--- config.mk ---
export PLATFORM = sky130hd
export DESIGN_NAME = alu_mc_flat
export DESIGN_NICKNAME = d
export VERILOG_FILES = /design/src/rtl/alu_mc_if.sv /design/src/rtl/alu_mc.sv /design/src/flat_wrapper.sv
export SDC_FILE = /design/constraint.sdc
export NUM_CORES = 1
export LEC_CHECK = 0
export CAP_MARGIN = 20
export CORE_UTILIZATION = 55
export DETAILED_ROUTE_END_ITERATION = 16
export MAX_ROUTING_LAYER = met4
export PLACE_DENSITY = 0.76
export SYNTH_ARGS = -nofsm -noshare
export SYNTH_HDL_FRONTEND = slang
export SYNTH_SLANG_ARGS = --single-unit
--- constraint.sdc ---
create_clock -name clk -period 2.9 [get_ports clk]
set_input_delay 0.725 -clock clk [delete_from_list [all_inputs] [get_ports clk]]
set_output_delay 0.725 -clock clk [all_outputs]
set_load 0.02 [all_outputs]
--- src/rtl/alu_mc_if.sv ---
// Operand/result handshake bundle for the multi-cycle ALU.
// No latency of its own: wires only.
// Producer holds in_valid until in_ready; consumer drives out_ready to drain alu_result.
interface alu_mc_if #(
    parameter int WIDTH = 32
);
    logic             in_valid;
    logic             in_ready;
    logic [3:0]       alu_op;
    logic [WIDTH-1:0] data1;
    logic [WIDTH-1:0] data2;
    logic             out_valid;
    logic             out_ready;
    logic [WIDTH-1:0] alu_result;
    logic             busy;

    // Producer/consumer side of the ALU
    modport master (
        output in_valid, alu_op, data1, data2, out_ready,
        input  in_ready, out_valid, alu_result, busy
    );

    // ALU side
    modport slave (
        input  in_valid, alu_op, data1, data2, out_ready,
        output in_ready, out_valid, alu_result, busy
    );
endinterface

--- src/rtl/alu_mc.sv ---
// Multi-cycle ALU: single-cycle logic/arith/shift ops plus iterative MUL, MULHU, DIVU, REMU.
// Latency: 1 cycle for single-cycle ops, WIDTH+1 cycles for iterative ops (accept to out_valid).
// Backpressure: result held in DONE until out_ready; no new op accepted until back in IDLE.
module alu_mc #(
    parameter int WIDTH = 32,
    parameter int SHW   = $clog2(WIDTH)
) (
    input  logic     clk,
    input  logic     rst_n,
    alu_mc_if.slave  bus
);
    localparam logic [1:0] S_IDLE = 2'd0;
    localparam logic [1:0] S_BUSY = 2'd1;
    localparam logic [1:0] S_DONE = 2'd2;

    localparam int CW = SHW + 1;

    localparam logic [3:0] OP_SLL   = 4'b0000;
    localparam logic [3:0] OP_MUL   = 4'b0001;
    localparam logic [3:0] OP_SRL   = 4'b0010;
    localparam logic [3:0] OP_SRA   = 4'b0011;
    localparam logic [3:0] OP_SLT   = 4'b0100;
    localparam logic [3:0] OP_SLTU  = 4'b0101;
    localparam logic [3:0] OP_MULHU = 4'b0110;
    localparam logic [3:0] OP_DIVU  = 4'b0111;
    localparam logic [3:0] OP_ADD   = 4'b1000;
    localparam logic [3:0] OP_REMU  = 4'b1001;
    localparam logic [3:0] OP_SUB   = 4'b1010;
    localparam logic [3:0] OP_AND   = 4'b1100;
    localparam logic [3:0] OP_OR    = 4'b1101;
    localparam logic [3:0] OP_XOR   = 4'b1110;

    logic [1:0]         state_q,  state_d;
    logic [3:0]         op_q,     op_d;
    logic [WIDTH-1:0]   opnd_q,   opnd_d;   // multiplicand (MUL*) or divisor (DIV/REM)
    logic [2*WIDTH-1:0] prod_q,   prod_d;   // {hi, lo}: product, or {remainder, quotient}
    logic [CW-1:0]      cnt_q,    cnt_d;
    logic [WIDTH-1:0]   result_q, result_d;

    logic [WIDTH:0]     mul_sum;
    logic [2*WIDTH-1:0] mul_next;
    logic [WIDTH:0]     div_rem;
    logic               div_ge;
    logic [WIDTH-1:0]   div_diff;
    logic [2*WIDTH-1:0] div_next;
    logic [2*WIDTH-1:0] step_next;

    function automatic logic [WIDTH-1:0] single_op(input logic [3:0] op,
                                                   input logic [WIDTH-1:0] a,
                                                   input logic [WIDTH-1:0] b);
        logic [SHW-1:0] sh;
        sh = b[SHW-1:0];
        case (op)
            OP_SLL:  return a << sh;
            OP_SRL:  return a >> sh;
            OP_SRA:  return $unsigned($signed(a) >>> sh);
            OP_SLT:  return {{(WIDTH-1){1'b0}}, ($signed(a) < $signed(b))};
            OP_SLTU: return {{(WIDTH-1){1'b0}}, (a < b)};
            OP_ADD:  return a + b;
            OP_SUB:  return a - b;
            OP_AND:  return a & b;
            OP_OR:   return a | b;
            OP_XOR:  return a ^ b;
            default: return '0;
        endcase
    endfunction

    function automatic logic is_iter(input logic [3:0] op);
        return (op == OP_MUL) || (op == OP_MULHU) || (op == OP_DIVU) || (op == OP_REMU);
    endfunction

    function automatic logic is_mul(input logic [3:0] op);
        return (op == OP_MUL) || (op == OP_MULHU);
    endfunction

    // One radix-2 step: shift-add multiply or restoring shift-subtract divide
    always_comb begin
        mul_sum   = {1'b0, prod_q[2*WIDTH-1:WIDTH]} + (prod_q[0] ? {1'b0, opnd_q} : '0);
        mul_next  = {mul_sum, prod_q[WIDTH-1:1]};
        div_rem   = prod_q[2*WIDTH-1:WIDTH-1];
        div_ge    = div_rem >= {1'b0, opnd_q};
        div_diff  = div_rem[WIDTH-1:0] - opnd_q;
        div_next  = div_ge ? {div_diff, prod_q[WIDTH-2:0], 1'b1}
                           : {div_rem[WIDTH-1:0], prod_q[WIDTH-2:0], 1'b0};
        step_next = is_mul(op_q) ? mul_next : div_next;
    end

    // Next-state and datapath control for IDLE/BUSY/DONE
    always_comb begin
        state_d  = state_q;
        op_d     = op_q;
        opnd_d   = opnd_q;
        prod_d   = prod_q;
        cnt_d    = cnt_q;
        result_d = result_q;
        case (state_q)
            S_IDLE: begin
                if (bus.in_valid) begin
                    op_d = bus.alu_op;
                    if (is_iter(bus.alu_op)) begin
                        // MUL*: add data1 while consuming data2 bits; DIV/REM: shift data1 in, subtract data2
                        opnd_d  = is_mul(bus.alu_op) ? bus.data1 : bus.data2;
                        prod_d  = {{WIDTH{1'b0}}, (is_mul(bus.alu_op) ? bus.data2 : bus.data1)};
                        cnt_d   = CW'(WIDTH);
                        state_d = S_BUSY;
                    end else begin
                        result_d = single_op(bus.alu_op, bus.data1, bus.data2);
                        state_d  = S_DONE;
                    end
                end
            end
            S_BUSY: begin
                prod_d = step_next;
                cnt_d  = cnt_q - 1'b1;
                if (cnt_q == CW'(1)) begin
                    // High half holds MULHU product / REMU remainder; low half MUL product / DIVU quotient
                    result_d = ((op_q == OP_MULHU) || (op_q == OP_REMU)) ? step_next[2*WIDTH-1:WIDTH]
                                                                          : step_next[WIDTH-1:0];
                    state_d  = S_DONE;
                end
            end
            S_DONE: begin
                if (bus.out_ready) begin
                    state_d = S_IDLE;
                end
            end
            default: state_d = S_IDLE;
        endcase
    end

    // State and datapath registers; reset abandons any in-flight operation
    always_ff @(posedge clk or negedge rst_n) begin
        if (!rst_n) begin
            state_q  <= S_IDLE;
            op_q     <= '0;
            opnd_q   <= '0;
            prod_q   <= '0;
            cnt_q    <= '0;
            result_q <= '0;
        end else begin
            state_q  <= state_d;
            op_q     <= op_d;
            opnd_q   <= opnd_d;
            prod_q   <= prod_d;
            cnt_q    <= cnt_d;
            result_q <= result_d;
        end
    end

    assign bus.in_ready   = (state_q == S_IDLE);
    assign bus.out_valid  = (state_q == S_DONE);
    assign bus.busy       = (state_q == S_BUSY);
    assign bus.alu_result = result_q;

endmodule

--- src/flat_wrapper.sv ---
// flat-port wrapper written by rule: the top's interface ports become plain ports
module alu_mc_flat 
#(
    parameter int WIDTH = 32,
    parameter int SHW   = $clog2(WIDTH)
)
  (clk, rst_n, bus_in_valid, bus_alu_op, bus_data1, bus_data2, bus_out_ready, bus_in_ready, bus_out_valid, bus_alu_result, bus_busy);
  alu_mc_if #(.WIDTH(WIDTH)) bus_i ();
  input  logic clk;
  input  logic rst_n;
  input wire logic [$bits(bus_i.in_valid)-1:0] bus_in_valid;
  input wire logic [$bits(bus_i.alu_op)-1:0] bus_alu_op;
  input wire logic [$bits(bus_i.data1)-1:0] bus_data1;
  input wire logic [$bits(bus_i.data2)-1:0] bus_data2;
  input wire logic [$bits(bus_i.out_ready)-1:0] bus_out_ready;
  output wire logic [$bits(bus_i.in_ready)-1:0] bus_in_ready;
  output wire logic [$bits(bus_i.out_valid)-1:0] bus_out_valid;
  output wire logic [$bits(bus_i.alu_result)-1:0] bus_alu_result;
  output wire logic [$bits(bus_i.busy)-1:0] bus_busy;
  assign bus_i.in_valid = bus_in_valid;
  assign bus_i.alu_op = bus_alu_op;
  assign bus_i.data1 = bus_data1;
  assign bus_i.data2 = bus_data2;
  assign bus_i.out_ready = bus_out_ready;
  assign bus_in_ready = bus_i.in_ready;
  assign bus_out_valid = bus_i.out_valid;
  assign bus_alu_result = bus_i.alu_result;
  assign bus_busy = bus_i.busy;
  alu_mc #(.WIDTH(WIDTH), .SHW(SHW)) u_core (.clk(clk), .rst_n(rst_n), .bus(bus_i));
endmodule
==> metrics.md, run 1 <==
| Metric | Value |
|---|---|
| PortBufs | `106` |
| Flops & latches, synth | `140` |
| Status | `stopped before the end` |
| Seq/Total Area, Yosys | `0.173` |
| Placed inst area | `0.0274 mm2` |
| Clock Tree Buf Depth | `2` |
| Ports | `107` |
| Clock Tree Root | `clkbuf_16` |
| Avg Cell Area, Syn | `7.48 um2` |
| Stop err | `[ERROR GRT-0232] Routing congestion too high. Check the congestion heatmap in the GUI.` |
| Die W | `194 um` |
| Post-Synthesis Cells | `2713` |
| Netlist Area Pre-Place | `0.0203 mm2` |
| Ys flop type | `dfrtp_1` |
| EDFF count, synth | `0` |
| Fail Step | `global routing (5_1_grt)` |
| Syn. warnings | `0` |
| Die Ht | `194 um` |
| Num CTS Buffers | `17` |
| Post-synthesis cell type count | `103` |
| Initial Util | `0.565` |
| CTS Hold Buffers Added | `0` |
| DP HPWL | `75.9 mm` |
| Total track usage | `0.856` |
| Std-Cell Rows | `69` |
| Net count after synthesis | `2969` |
| Remaining Overflow, GRT | `220` |
| GPL Wtd Cong | `1.23` |
| H-tree depth | `4` |
| # clock sinks | `140` |
| Largest net degree at the start of global routing | `60` |
| FFs w/ async S/R, synth | `1.00` |
==> routing by layer <==
metal	track usage	GRT overflow
met1	0.858	22
met2	0.967	111
met3	0.726	16
met4	0.826	71
met5	-	-
==> kinds of logic after synthesis <==
kind of cell	count (synthesis)	synth area share
adder cells (fa/ha/maj)	184	0.115
XOR/XNOR	70	0.0302
multiplexers	219	0.119
AO/OA/AOI/OAI	967	0.314
flip-flops	140	0.173
AND/OR/NAND/NOR	796	0.180
buffers and inverters	337	0.0697
==> per-stage QoR <==
stage | std cells | util | setup WS (ns)
4_1_cts | 3987 | 0.851 | -0.330
2_1_floorplan | 2713 | - | -0.777
3_5_place_dp | 3882 | 0.762 | -1.29
3_3_place_gp | 3882 | 0.762 | -1.20
==> timing repair <==
action | in CTS
gates cloned | 3
setup endpoints to repair | 65
setup buffers | 74
pin swaps | 165
endpoints found under the hold margin | 0
gates resized for setup | 521
==> cell usage after synthesis (all sizes together) (19+ instances only) <==
cell,count,area (um2)
buf,73,422
a21oi,267,1360
o21ai,224,1130
mux2,32,360
o22ai,43,269
nand2b,20,125
dfrtp,140,3500
o211ai,42,320
o21bai,22,165
nand3,44,220
a221oi,28,264
xor2,29,254
a22o,19,166
mux2i,174,1750
ha,180,2250
o221ai,25,225
nor2,231,867
xnor2,41,359
inv,148,556
a21o,61,458
nand2,287,1080
clkbuf,115,433
nand4,22,138
a31oi,31,194
a211oi,38,300
nor3,41,210
and2,51,319
==> run 2, diff against run 1 <==
CORE_UTILIZATION = 40   (was 55)
MAX_ROUTING_LAYER = unset   (was met4)
PLACE_DENSITY = unset   (was 0.76)
PLACE_DENSITY_LB_ADDON = 0.15   (was unset)
clock period = 3.8 ns   (was 2.9 ns; I/O delays follow)
==> run 2 against run 1 <==
Effect of this change:
- the run now ends clean
- synthesized area unchanged
- synthesized cell count unchanged
==> metrics.md, run 2 <==
| Metric | Value |
|---|---|
| Status | `complete, no violations` |
| Ports | `107` |
| Post-DRT Antenna Nets | `0` |
| Util after Layout | `0.541` |
| Ys flop type | `dfrtp_1` |
| GPL Wtd Cong | `1.04` |
| Initial Util | `0.405` |
| Area leader, netlist | `dfrtp_1` |
| Residual DRC | `0` |
| Syn. warnings | `0` |
| Avg Cell Area, Syn | `7.48 um2` |
| Flops & latches, synth | `140` |
| Clock Tree Root | `clkbuf_16` |
| Netlist Area Pre-Place | `0.0203 mm2` |
| Cells after DPL | `3909` |
| Final worst path period need | `3.78 ns` |
| Post-Layout Cell Count | `3949` |
| EDFF count, synth | `0` |
| CTS Hold Buffers Added | `0` |
| Largest net degree at the start of global routing | `75` |
| Area growth, synth to finish | `33.5%` |
| Maximum fanout along the worst path | `4` |
| DP HPWL | `84.1 mm` |
| Vias in the first global route | `23217` |
| First-pass GRT wire length | `148 mm` |
| PwrDens | `611 mW/mm2` |
| Total wire length | `102 mm` |
| Seq/Total Area, Yosys | `0.173` |
| Post-Synthesis Cells | `2713` |
| Antenna violations before repair | `2` |
| # clock sinks | `140` |
| Clock Skews | `0.00927 ns` |
| Num CTS Buffers | `17` |
| Hold Crit Class | `in -> async` |
| Area of the core | `0.0501 mm2` |
| Critical path type | `in -> reg` |
| Clock Tree Buf Depth | `2` |
| Die Ht | `227 um` |
| Synth top area cells | `dfrtp_1, ha_1, mux2i_1` |
| Layout cells sized above 1 | `0.246` |
| Largest register by flop count | `u_core.prod_q` |
| Initial DRT Pass Iterations | `5` |
| Ant. Diodes | `0` |
| Fin nets | `3521` |
| Worst-Margin Slew | `0.807 ns` |
| Total track usage | `0.391` |
| Fin. max-slew vios | `0` |
| 1st-iter DRT viols | `2312` |
| Die W | `227 um` |
| Min Hold Slack | `0.490 ns` |
| Headroom to the max-slew limit | `0.459` |
| Std-Cell Rows | `82` |
| Remaining Overflow, GRT | `0` |
| # setup viols final | `0` |
| FFs w/ async S/R, synth | `1.00` |
| Max reg flops | `64` |
| DR vias/cell | `6.06` |
| TritonCTS clock tree | `built` |
| Arrival time worst endpoint | `4.14 ns` |
| Commonest non-fill, non-tap cell in the layout | `buf_4` |
| Crit path required time | `4.16 ns` |
| Per-cell routed wire length | `25.9 um` |
| Die Area | `0.0516 mm2` |
| Top-count cell post-synth | `nand2_1` |
| Net count after synthesis | `2969` |
| Max_cap viols | `0` |
| Reg clk slew, reported paths | `0.06 ns` |
| Via Count | `23935` |
| Skew-Pair Late Insertion Delay | `0.44 ns` |
| PortBufs | `106` |
| Post-synthesis cell type count | `103` |
| Hold Fails Final Rpt | `0` |
| Commonest cells post-synth | `nand2_1, a21oi_1, nor2_1, o21ai_0, ha_1` |
| H-tree depth | `4` |
| Highest-count cells in the layout ignoring fill and taps | `buf_4, nand2_1, a21oi_1, nor2_1, o21ai_0` |
| CP startpoint kind | `primary input` |
| Critical Path Sink Type | `flip-flop` |
| Fmax | `0.265 GHz` |
| Synth top area share | `0.173` |
| Peak supply drop | `0.000507 V` |
| Lkg Pwr | `12.8 nW` |
| Final worst path period share | `0.994` |
-- run 2: routing by layer --
layer	GRT usage	routed length [um]	vias up	part of all wire
li1	-	-	11063	-
met4	0.192	5160	0	0.051
met1	0.517	44800	11692	0.44
met5	0	0	-	0
met3	0.0471	5940	200	0.058
met2	0.629	46200	980	0.45
-- run 2: area by class of cell --
| type | count | area (um2) |
|---|---|---|
| clock inverter | 13 | 156 |
| clock buffer | 18 | 439 |
| multi-input combinational | 2236 | 15700 |
| timing repair buffer | 721 | 5870 |
| tap | 672 | 841 |
| inverter | 149 | 567 |
| fill | 4975 | 23000 |
| sequential | 140 | 3500 |
-- run 2: cells by family after synthesis --
kind of cell,share of synthesized area
buffers and inverters,0.0697
AOI/OAI and AO/OA,0.314
xor gates and xnor gates,0.0302
and+or+nand+nor,0.180
muxes,0.119
DFF,0.173
adders and majority gates,0.115
-- run 2: path summary, 6_finish.rpt --
path                                          startpoint                                    end  slack (ns)  cells past startpoint
setup / recovery                            bus_data2[8]  u_core.bus.alu_result[30]$_DFFE_PN0P_        0.02                     16
hold / removal                                     rst_n          u_core.prod_q[36]$_DFFE_PN0P_        0.49                      1
setup reg to reg           u_core.prod_q[35]$_DFFE_PN0P_  u_core.bus.alu_result[27]$_DFFE_PN0P_        0.06                     11
hold reg to reg             u_core.opnd_q[4]$_DFFE_PN0P_           u_core.opnd_q[4]$_DFFE_PN0P_        0.51                      2
max in group asynchronous                          rst_n          u_core.prod_q[62]$_DFFE_PN0P_        2.48                      2
min in group clk            u_core.opnd_q[4]$_DFFE_PN0P_           u_core.opnd_q[4]$_DFFE_PN0P_        0.51                      2
-- run 2: repair_timing --
action,in CTS,in global routing
gates resized for setup,14,67
endpoints found under the setup margin,16,27
hold endpoints to repair,0,0
setup buffers,2,7
pin swaps,10,23
-- run 2: metrics by stage --
stage / setup TNS, ns / total power [mW] / instance area, um2 / worst slack, ns
after floorplan: -0.268 / 9.78 / 20400 / -0.102
after global placement: -10.65 / 14.1 / 26100 / -0.562
after detailed placement: -12.32 / 14.3 / 26100 / -0.654
after CTS: -0.00483 / 16.1 / 26800 / -0.00280
after global routing: -0.0701 / 17.5 / 27100 / -0.0258
final: 0 / 16.5 / 27100 / 0.0232
-- run 2: worst max-delay path, stage by stage --
cell and delay [ns]:
clkdlybuf4s50_1 0.50, inv_1 0.10, buf_4 0.14, ha_2 0.20, nor2b_1 0.14, o21bai_1 0.14
a21oi_1 0.12, a311oi_4 0.36, buf_4 0.20, a21o_1 0.16, a41o_1 0.24, nor3_1 0.07
buf_4 0.14, o41a_1 0.37, a32o_1 0.23, o21ai_1 0.07
-- run 2: where the power goes --
part           total [mW]  switching [mW]  internal (mW)  leakage (nW)
logic                11.9            7.01           4.90          10.7
clock network        1.72           0.724          0.998         0.287
registers            2.90           0.747           2.16          1.78
total                16.5            8.48           8.05          12.8
(Power assumes the default switching activity.)
